<file path="src/rtl/prf_ready_regfile_pkg.sv">
// Shared sizing and types for the R10K physical register file and its ready table.
// PRF_READ_LAT is exported so issue/RS timing can reference the operand read latency.
package prf_ready_regfile_pkg;
   localparam int PHYS_REG_SZ_R10K = 32;
   localparam int CDB_SZ           = 2;
   localparam int NUM_FU_TOTAL     = 3;
   localparam int N                = 2;
   localparam int PRF_READ_LAT     = 1;
   localparam int DATA_W           = 32;
   localparam int NUM_REGS         = PHYS_REG_SZ_R10K;
   localparam int TAG_W            = $clog2(PHYS_REG_SZ_R10K);

   typedef logic [TAG_W-1:0]  phys_tag_t;
   typedef logic [DATA_W-1:0] data_t;
endpackage

</file>
<file path="src/rtl/prf_ready_regfile_if.sv">
// Bundles the issue read, CDB write, dispatch alloc and recovery signals of the PRF.
// master drives requests (back-end control); slave is the register file.
interface prf_ready_regfile_if;
   import prf_ready_regfile_pkg::*;

   logic [NUM_FU_TOTAL-1:0]            read_en;
   phys_tag_t [NUM_FU_TOTAL-1:0]       read_tags;
   logic [NUM_FU_TOTAL-1:0]            read_valid;
   data_t [NUM_FU_TOTAL-1:0]           read_data;
   logic [CDB_SZ-1:0]                  write_en;
   phys_tag_t [CDB_SZ-1:0]             write_tags;
   data_t [CDB_SZ-1:0]                 write_data;
   logic [N-1:0]                       alloc_en;
   phys_tag_t [N-1:0]                  alloc_tags;
   logic                               restore_en;
   logic [NUM_REGS-1:0]                restore_ready;
   logic [NUM_REGS-1:0]                ready_mask;
   logic                               write_conflict;

   modport master (
      output read_en, read_tags, write_en, write_tags, write_data,
             alloc_en, alloc_tags, restore_en, restore_ready,
      input  read_valid, read_data, ready_mask, write_conflict
   );

   modport slave (
      input  read_en, read_tags, write_en, write_tags, write_data,
             alloc_en, alloc_tags, restore_en, restore_ready,
      output read_valid, read_data, ready_mask, write_conflict
   );
endinterface

</file>
<file path="src/rtl/prf_ready_table.sv">
// Per-tag ready bits: restore beats alloc beats CDB ready-set beats hold; tag 0 is always ready.
module prf_ready_table
   import prf_ready_regfile_pkg::*;
(
   input  logic                 clock,
   input  logic                 reset,
   input  logic [CDB_SZ-1:0]    write_en,
   input  phys_tag_t [CDB_SZ-1:0] write_tags,
   input  logic [N-1:0]         alloc_en,
   input  phys_tag_t [N-1:0]    alloc_tags,
   input  logic                 restore_en,
   input  logic [NUM_REGS-1:0]  restore_ready,
   output logic [NUM_REGS-1:0]  ready_mask
);
   genvar gi;
   generate
      for (gi = 0; gi < NUM_REGS; gi++) begin : g_tag
         logic set_hit;
         logic clr_hit;
         logic bit_reg;
         logic bit_next;

         always_comb begin
            set_hit  = 1'b0;
            clr_hit  = 1'b0;
            for (int w = 0; w < CDB_SZ; w++)
               if (write_en[w] && write_tags[w] == phys_tag_t'(gi)) set_hit = 1'b1;
            for (int a = 0; a < N; a++)
               if (alloc_en[a] && alloc_tags[a] == phys_tag_t'(gi)) clr_hit = 1'b1;
            bit_next = bit_reg;
            if (restore_en)   bit_next = restore_ready[gi];
            else if (clr_hit) bit_next = 1'b0;
            else if (set_hit) bit_next = 1'b1;
            // The zero register never becomes a real dependency.
            if (gi == 0)      bit_next = 1'b1;
         end

         always_ff @(posedge clock or posedge reset) begin
            if (reset) bit_reg <= 1'b1;
            else       bit_reg <= bit_next;
         end

         assign ready_mask[gi] = bit_reg;
      end
   endgenerate
endmodule

</file>
<file path="src/rtl/prf_ready_regfile.sv">
// Physical register file with registered read ports, CDB writeback and integrated ready table.
// Optional macro PRF_WRITE_BYPASS_EN forwards same-cycle CDB writes onto read ports.
module prf_ready_regfile
   import prf_ready_regfile_pkg::*;
(
   input  logic               clock,
   input  logic               reset,
   prf_ready_regfile_if.slave bus
);
   data_t entry_reg [NUM_REGS];
   logic  conflict_reg;
   logic  conflict_next;

   // Later loop iterations override earlier ones, so the highest write port wins.
   always_ff @(posedge clock or posedge reset) begin
      if (reset) begin
         for (int r = 0; r < NUM_REGS; r++) entry_reg[r] <= '0;
      end else begin
         for (int w = 0; w < CDB_SZ; w++)
            if (bus.write_en[w] && bus.write_tags[w] != '0)
               entry_reg[bus.write_tags[w]] <= bus.write_data[w];
      end
   end

   genvar gi;
   generate
      for (gi = 0; gi < NUM_FU_TOTAL; gi++) begin : g_read
         logic  valid_reg;
         data_t data_reg;
         data_t data_next;

         always_comb begin
            data_next = entry_reg[bus.read_tags[gi]];
`ifdef PRF_WRITE_BYPASS_EN
            for (int w = 0; w < CDB_SZ; w++)
               if (bus.write_en[w] && bus.write_tags[w] == bus.read_tags[gi])
                  data_next = bus.write_data[w];
`endif
            if (!bus.read_en[gi] || bus.read_tags[gi] == '0) data_next = '0;
         end

         always_ff @(posedge clock or posedge reset) begin
            if (reset) begin
               valid_reg <= 1'b0;
               data_reg  <= '0;
            end else begin
               valid_reg <= bus.read_en[gi];
               data_reg  <= data_next;
            end
         end

         assign bus.read_valid[gi] = valid_reg;
         assign bus.read_data[gi]  = data_reg;
      end
   endgenerate

   always_comb begin
      conflict_next = 1'b0;
      for (int i = 0; i < CDB_SZ; i++)
         for (int j = i + 1; j < CDB_SZ; j++)
            if (bus.write_en[i] && bus.write_en[j] &&
                bus.write_tags[i] == bus.write_tags[j] && bus.write_tags[i] != '0)
               conflict_next = 1'b1;
   end

   always_ff @(posedge clock or posedge reset) begin
      if (reset) conflict_reg <= 1'b0;
      else       conflict_reg <= conflict_next;
   end

   assign bus.write_conflict = conflict_reg;

   prf_ready_table u_ready_table (
      .clock         (clock),
      .reset         (reset),
      .write_en      (bus.write_en),
      .write_tags    (bus.write_tags),
      .alloc_en      (bus.alloc_en),
      .alloc_tags    (bus.alloc_tags),
      .restore_en    (bus.restore_en),
      .restore_ready (bus.restore_ready),
      .ready_mask    (bus.ready_mask)
   );
endmodule
</file>
<file path="src/flat_wrapper.sv">
// flat-port wrapper written by rule: the top's interface ports become plain ports
module prf_ready_regfile_flat import prf_ready_regfile_pkg::*;
  (clock, reset, bus_read_en, bus_read_tags, bus_write_en, bus_write_tags, bus_write_data, bus_alloc_en, bus_alloc_tags, bus_restore_en, bus_restore_ready, bus_read_valid, bus_read_data, bus_ready_mask, bus_write_conflict);
  prf_ready_regfile_if bus_i ();
  input  logic clock;
  input  logic reset;
  input wire logic [$bits(bus_i.read_en)-1:0] bus_read_en;
  input wire logic [$bits(bus_i.read_tags)-1:0] bus_read_tags;
  input wire logic [$bits(bus_i.write_en)-1:0] bus_write_en;
  input wire logic [$bits(bus_i.write_tags)-1:0] bus_write_tags;
  input wire logic [$bits(bus_i.write_data)-1:0] bus_write_data;
  input wire logic [$bits(bus_i.alloc_en)-1:0] bus_alloc_en;
  input wire logic [$bits(bus_i.alloc_tags)-1:0] bus_alloc_tags;
  input wire logic [$bits(bus_i.restore_en)-1:0] bus_restore_en;
  input wire logic [$bits(bus_i.restore_ready)-1:0] bus_restore_ready;
  output wire logic [$bits(bus_i.read_valid)-1:0] bus_read_valid;
  output wire logic [$bits(bus_i.read_data)-1:0] bus_read_data;
  output wire logic [$bits(bus_i.ready_mask)-1:0] bus_ready_mask;
  output wire logic [$bits(bus_i.write_conflict)-1:0] bus_write_conflict;
  assign bus_i.read_en = bus_read_en;
  assign bus_i.read_tags = bus_read_tags;
  assign bus_i.write_en = bus_write_en;
  assign bus_i.write_tags = bus_write_tags;
  assign bus_i.write_data = bus_write_data;
  assign bus_i.alloc_en = bus_alloc_en;
  assign bus_i.alloc_tags = bus_alloc_tags;
  assign bus_i.restore_en = bus_restore_en;
  assign bus_i.restore_ready = bus_restore_ready;
  assign bus_read_valid = bus_i.read_valid;
  assign bus_read_data = bus_i.read_data;
  assign bus_ready_mask = bus_i.ready_mask;
  assign bus_write_conflict = bus_i.write_conflict;
  prf_ready_regfile u_core (.clock(clock), .reset(reset), .bus(bus_i));
endmodule
</file>
<file path="config.mk">
export PLATFORM = sky130hd
export DESIGN_NAME = prf_ready_regfile_flat
export DESIGN_NICKNAME = d
export VERILOG_FILES = /design/src/rtl/prf_ready_regfile_pkg.sv /design/src/rtl/prf_ready_regfile_if.sv /design/src/rtl/prf_ready_table.sv /design/src/rtl/prf_ready_regfile.sv /design/src/flat_wrapper.sv
export SDC_FILE = /design/constraint.sdc
export NUM_CORES = 2
export LEC_CHECK = 0
export BUFFER_PORTS_ARGS = -buffer_cell sky130_fd_sc_hd__buf_4
export CORE_ASPECT_RATIO = 1.1
export CORE_MARGIN = 2
export CORE_UTILIZATION = 55
export CTS_CLUSTER_SIZE = 24
export DETAILED_ROUTE_END_ITERATION = 8
export PLACE_DENSITY = 0.72
export SETUP_SLACK_MARGIN = 0.3
export SKIP_LAST_GASP = 1
export SYNTH_ARGS = -nofsm -noshare
export SYNTH_HDL_FRONTEND = slang
export SYNTH_SLANG_ARGS = --single-unit
</file>
<file path="constraint.sdc">
create_clock -name clock -period 40.9 [get_ports clock]
set_clock_uncertainty 0.15 [all_clocks]
set_input_delay 4.09 -clock clock [delete_from_list [all_inputs] [get_ports clock]]
set_output_delay 4.09 -clock clock [all_outputs]
set_load 0.02 [all_outputs]
</file>
[Word level (Yosys, flattened, before mapping)]
Index checks and enable logic that the tools add are counted.
Widths: inputs -> output; s select.
Storage, ports and cells
  logic and storage cells: 618
  bits of input ports: 141
  output and inout bits: 132
  flip-flop bits (word level): 1155
Cells by class
  $lt $le $gt $ge: 7
  bitwise gates (word level): 5
  equal/unequal tests: 125
  reductions and logical operators: 173
  mux-type cells: 238
Operators with widths (number)
  $bwmux 1024: 2
  $mux 1024: 2
  $bmux 32 s5: 3
  $mux 32: 11
  $demux 32 s5: 2
  $eq 5x5->1 const B: 64
  $mux 1: 218
  $eq 5x4->1 const B: 32
  $logic_and 1x1->1: 131
  $reduce_bool 3->1: 31
  $eq 5x3->1 const B: 16
  $eq 5x2->1 const B: 8
  $ge 6x6->1 const B: 5
  $not 5->6: 5
  $eq 5x1->1 const B: 4
  $logic_not 5->1: 3
  $lt 6x1->1 const B: 2
  $reduce_bool 5->1: 2
  $eq 5x5->1: 1
  $logic_not 1->1: 3
  $logic_or 1x1->1: 3

[Logic depth before layout (Yosys ltp)]
  depth after elaboration: 9
  mapped depth: 9
  mapped depth without buffers: 4

[Modules after synthesis]
Synthesis repeated with hierarchy kept, for this count alone.
Unflattened totals
  cell total of the unflattened synthesis: 6985
  area total of the unflattened synthesis: 76208.1 µm²
By module, submodules not included
  prf_ready_regfile: seq. area each 28127.0 µm², area each 73815.8 µm², cells an instance 6728, instances 1
  prf_ready_table: seq. area each 814.5 µm², area each 2392.3 µm², cells an instance 257, instances 1

[Least setup slack after synthesis]
OpenSTA, ideal clock, no wires.
  kind: in2reg
  start: input port bus_read_tags[0]
  end: register u_core.g_read[0].data_reg[10]
  path buffers: 3
  arrival: 5623 ps
  stages on the path: 6
  setup slack: 34987 ps
  cells stage by stage: buf_4 buf_6 buf_2 mux4_2 a2111oi_0 a211oi_1
On the way
  word-level cells in the longest chain between the ends: 5
  elaborated cells on any way between the ends: 7
  classes of those cells: mux (4); bitwise (1); reduce/logical (2)
Ends and longest elaborated chain
  start: declaration: line flat_wrapper.sv:8  | input wire logic [$bits(bus_i.read_tags)-1:0] bus_read_tags;
  $not 5->6 (not written as such): line prf_ready_regfile.sv:33  | data_next = entry_reg[bus.read_tags[gi]];
  $bmux 32 s5: line prf_ready_regfile.sv:33
  $mux 32 (not written as such) (2 in a row): line prf_ready_regfile.sv:33
  $mux 32 (*): line prf_ready_regfile.sv:39  | if (!bus.read_en[gi] || bus.read_tags[gi] == '0) data_next = '0;
  via u_core.g_read[0].data_next[10]: line prf_ready_regfile.sv:30  | data_t data_next;
  end signal: assignment: line prf_ready_regfile.sv:48  | data_reg <= data_next;
  end: declaration: line prf_ready_regfile.sv:29  | data_t data_reg;
The timed path passes the listed nets; every way through them passes the cells marked *. The select of a mux whose other input is x is not followed.
A chain may end at the register's enable or synchronous reset.

==> flow_metrics.py <==
metrics = {
    "sta": {
        "tns_ns": 0,
        "min_period_over_period_pct": 21.1,
        "final-hold-violation-count": 0,
        "rsz0062_at_grt": "no",
        "slew_viol_final": 0,
        "setup_violations": 0,
        "hold_slack_ns": 0.272,
        "tightest_slew_ns": 1.31,
        "min_period_ns": 8.64,
        "relSlewSlack_pct": 12.5,
        "max_clock_freq_mhz": 116,
    },
    "synthesis": {
        "yosysWarnings": 0,
        "synth_top_cell_area_share_pct": 37.2,
        "synth_cells": 6968,
        "synth-main-ff-cell": "dfrtp_1",
        "synth-seq-area-share_pct": 38.3,
        "ys_top_cells_by_area": "dfrtp_1 37%, mux2i_1 18%, mux4_2 17%",
        "async_reset_ff_share_pct": 100,
        "synth_seq_cells": 1155,
        "synth_nets": 7109,
        "yosysTopAreaCell": "dfrtp_1",
        "synth_area_per_cell_um2": 10.8,
        "ys_types": 60,
        "synth_edf_count": 0,
        "netlist_area_um2": 75600,
    },
    "cells_and_area": {
        "drive_gt1_share_pct": 19.7,
        "largest_register_ffs": 1024,
        "area_growth_syn_to_layout_pct": 8.05,
        "final_cell_area_um2": 81700,
        "fillers": 10900,
        "final_nets": 6727,
    },
    "place": {
        "placed_area_um2": 77200,
        "place.gp.congestion": 0.925,
        "port-buffer-count": 270,
        "place.detailed.hpwl_um": 161000,
    },
    "power": {
        "powerDensity_nw_per_um2": 48.5,
        "p_leak_nw": 35.4,
        "ir_worst_vdd_uv": 47.7,
    },
    "route": {
        "dr.pass1.iters": 7,
        "wl_per_cell_um": 35.6,
        "vias": 64200,
        "route.detailed.drc": 0,
        "drt-initial-drc-count": 10900,
        "vias_per_cell": 7.56,
        "drt-total-wl_um": 303000,
        "final_antenna_net_count": 0,
    },
    "die": {
        "initial_utilization_pct": 55.5,
        "die_w_um": 357,
        "core_area_um2": 136000,
        "ios": 273,
        "dieArea_um2": 140000,
        "die_height_um": 393,
        "fp-row-count": 142,
    },
    "global_routing": {
        "antenna_found_initial": 28,
        "grtUsageTotal_pct": 42.9,
        "grt_max_degree": 176,
        "grt_first_pass_wirelength_um": 433000,
        "grt.overflow.total": 0,
        "grt_pass1_vias": 62400,
    },
    "clock_network": {
        "clock_path_buffers": 3,
        "cts_tree": "built",
        "htree_num_levels": 4,
        "root_buffer": "clkbuf_16",
        "cts_buffers": 131,
        "postCtsHoldBufs": 0,
        "clock_latency_ns": 0.81,
        "ctsResizeCount": 0,
        "cts_sinks": 1155,
        "clkSlewWorstSetupHoldPaths_ns": 0.06,
        "cts_setup_buffers": 0,
    },
    "setup_path": {
        "critPathLaunchType": "input port",
        "r2r_start": "u_core.entry_reg[518]$_DFF_PP0_",
        "crit_required_ns": 41.53,
        "startpoint": "reset",
        "path_max_fanout": 164,
        "rr_worst_depth": 4,
        "critPathArrivalTime_ns": 9.26,
        "cp-end-kind": "asynchronous set/reset pin",
        "critPathKind": "in -> async",
    },
    "job": {
        "max_cap_violations": 0,
    },
    "min_path": {
        "hold_class": "reg -> reg",
        "whs_path_depth": 0,
        "min_from": "u_core.entry_reg[1020]$_DFF_PP0_",
    },
    "status": {
        "status": "finished clean",
    },
}
-- power by group --
| group | switching (mW) | total (mW) | internal [mW] |
|---|---|---|---|
| clock | 0.510 | 1.23 | 0.720 |
| combinational | 0.488 | 1.04 | 0.548 |
| sequential | 0.274 | 1.69 | 1.42 |
-- worst max-delay path, stage by stage --
cell and delay, ns:
buf_4 0.13, inv_8 0.50, buf_12 0.70, buf_4 0.87
buf_4 0.74, buf_4 0.80, buf_4 0.84
-- synth_stat cells, types with 5 or more instances --
cell type  number
or3_1           6
buf_1          35
buf_6          35
o22ai_1       123
nor3b_1        17
buf_4          92
o221ai_1       92
nand2b_1       10
nand4_1         6
and3b_1         5
or3b_1          7
nand3b_1        5
a22oi_1        91
buf_2         180
nor2b_1        21
a2111oi_0      84
a22o_1         91
a211oi_1      102
mux4_2        581
mux2_2          6
o21ai_0        36
o21ai_1       540
clkbuf_1      562
a21oi_1       509
a2111oi_2      10
a32oi_1        14
nor2_2          5
nand2_1       643
dfrtp_1      1124
mux2i_1      1355
o31ai_1        33
and2_1          5
nor2_1        448
nand3_1        17
dfstp_2        31
-- cell families (layout without fill, tap and decap cells) --
group           count (synthesis)  after routing  synth area share, %
compound gates               1734           1734                 14.0
xor+xnor                        5              5               0.0579
buf+inv                       907            620                 5.61
flops                        1155           1155                 38.3
mux                          1942           1942                 35.4
other cells                     1             14              0.00496
simple gates                 1224           1224                 6.66
-- per-stage QoR --
stage          total power [mW]  cells  worst slack [ns]  utilization [%]
2_1_floorplan              2.42   6968              4.18                -
3_3_place_gp               2.64   8253             31.46             56.7
3_5_place_dp               2.71   8253             31.32             56.7
4_1_cts                    3.92   8481             32.17             59.9
5_1_grt                    4.11   8487             31.61             59.9
6_report                   3.96   8494             32.26             59.9
-- cell usage in the layout, fill, tap and decap left out, types with 14 or more instances in the layout --
cell type	count
o221ai_1	92
dfrtp_1	1124
o31ai_1	31
nand2_4	21
o21ai_1	540
mux4_2	581
clkbuf_16	138
nor2_4	30
buf_4	375
a32oi_1	14
o22ai_1	123
mux2i_1	1355
clkbuf_8	27
dfstp_2	31
a22oi_1	91
clkbuf_1	25
nor2_1	423
nor3b_1	17
a21oi_1	509
o21ai_0	36
a211oi_1	102
nand2_1	622
a22o_1	91
a2111oi_0	84
clkinv_2	16
-- layer usage --
metal  share of wire, %  global-route usage, %  up-vias
met3                 15                   15.6     1781
met1                 33                   52.6    31400
met4                9.6                   34.2       20
li1                   -                      -    25400
met5              0.041                      0        -
met2                 42                   61.1     5703
-- final cells by class --
cell class / instances / area [um^2] / area share (%)
clock buffer: 190 / 3920 / 4.80
timing repair buffer: 389 / 3050 / 3.74
tap: 1800 / 2250 / 2.76
clock inverter: 38 / 463 / 0.567
inverter: 3 / 18.8 / 0.0230
sequential: 1155 / 28900 / 35.4
multi-input combinational: 4906 / 43000 / 52.6
antenna: 13 / 32.5 / 0.0398
-- worst paths after layout --
kind	end	slack, ns
max in group clock	u_core.g_read[1].data_reg[20]$_DFF_PP0_	32.56
setup reg to reg	u_core.g_read[0].data_reg[6]$_DFF_PP0_	38.34
setup / recovery	u_core.entry_reg[938]$_DFF_PP0_	32.26
hold / removal	u_core.entry_reg[1020]$_DFF_PP0_	0.27
min in group asynchronous	u_core.g_read[1].data_reg[26]$_DFF_PP0_	3.28
hold reg to reg	u_core.entry_reg[1020]$_DFF_PP0_	0.27
Note: power is estimated with default switching activity, not from simulation.
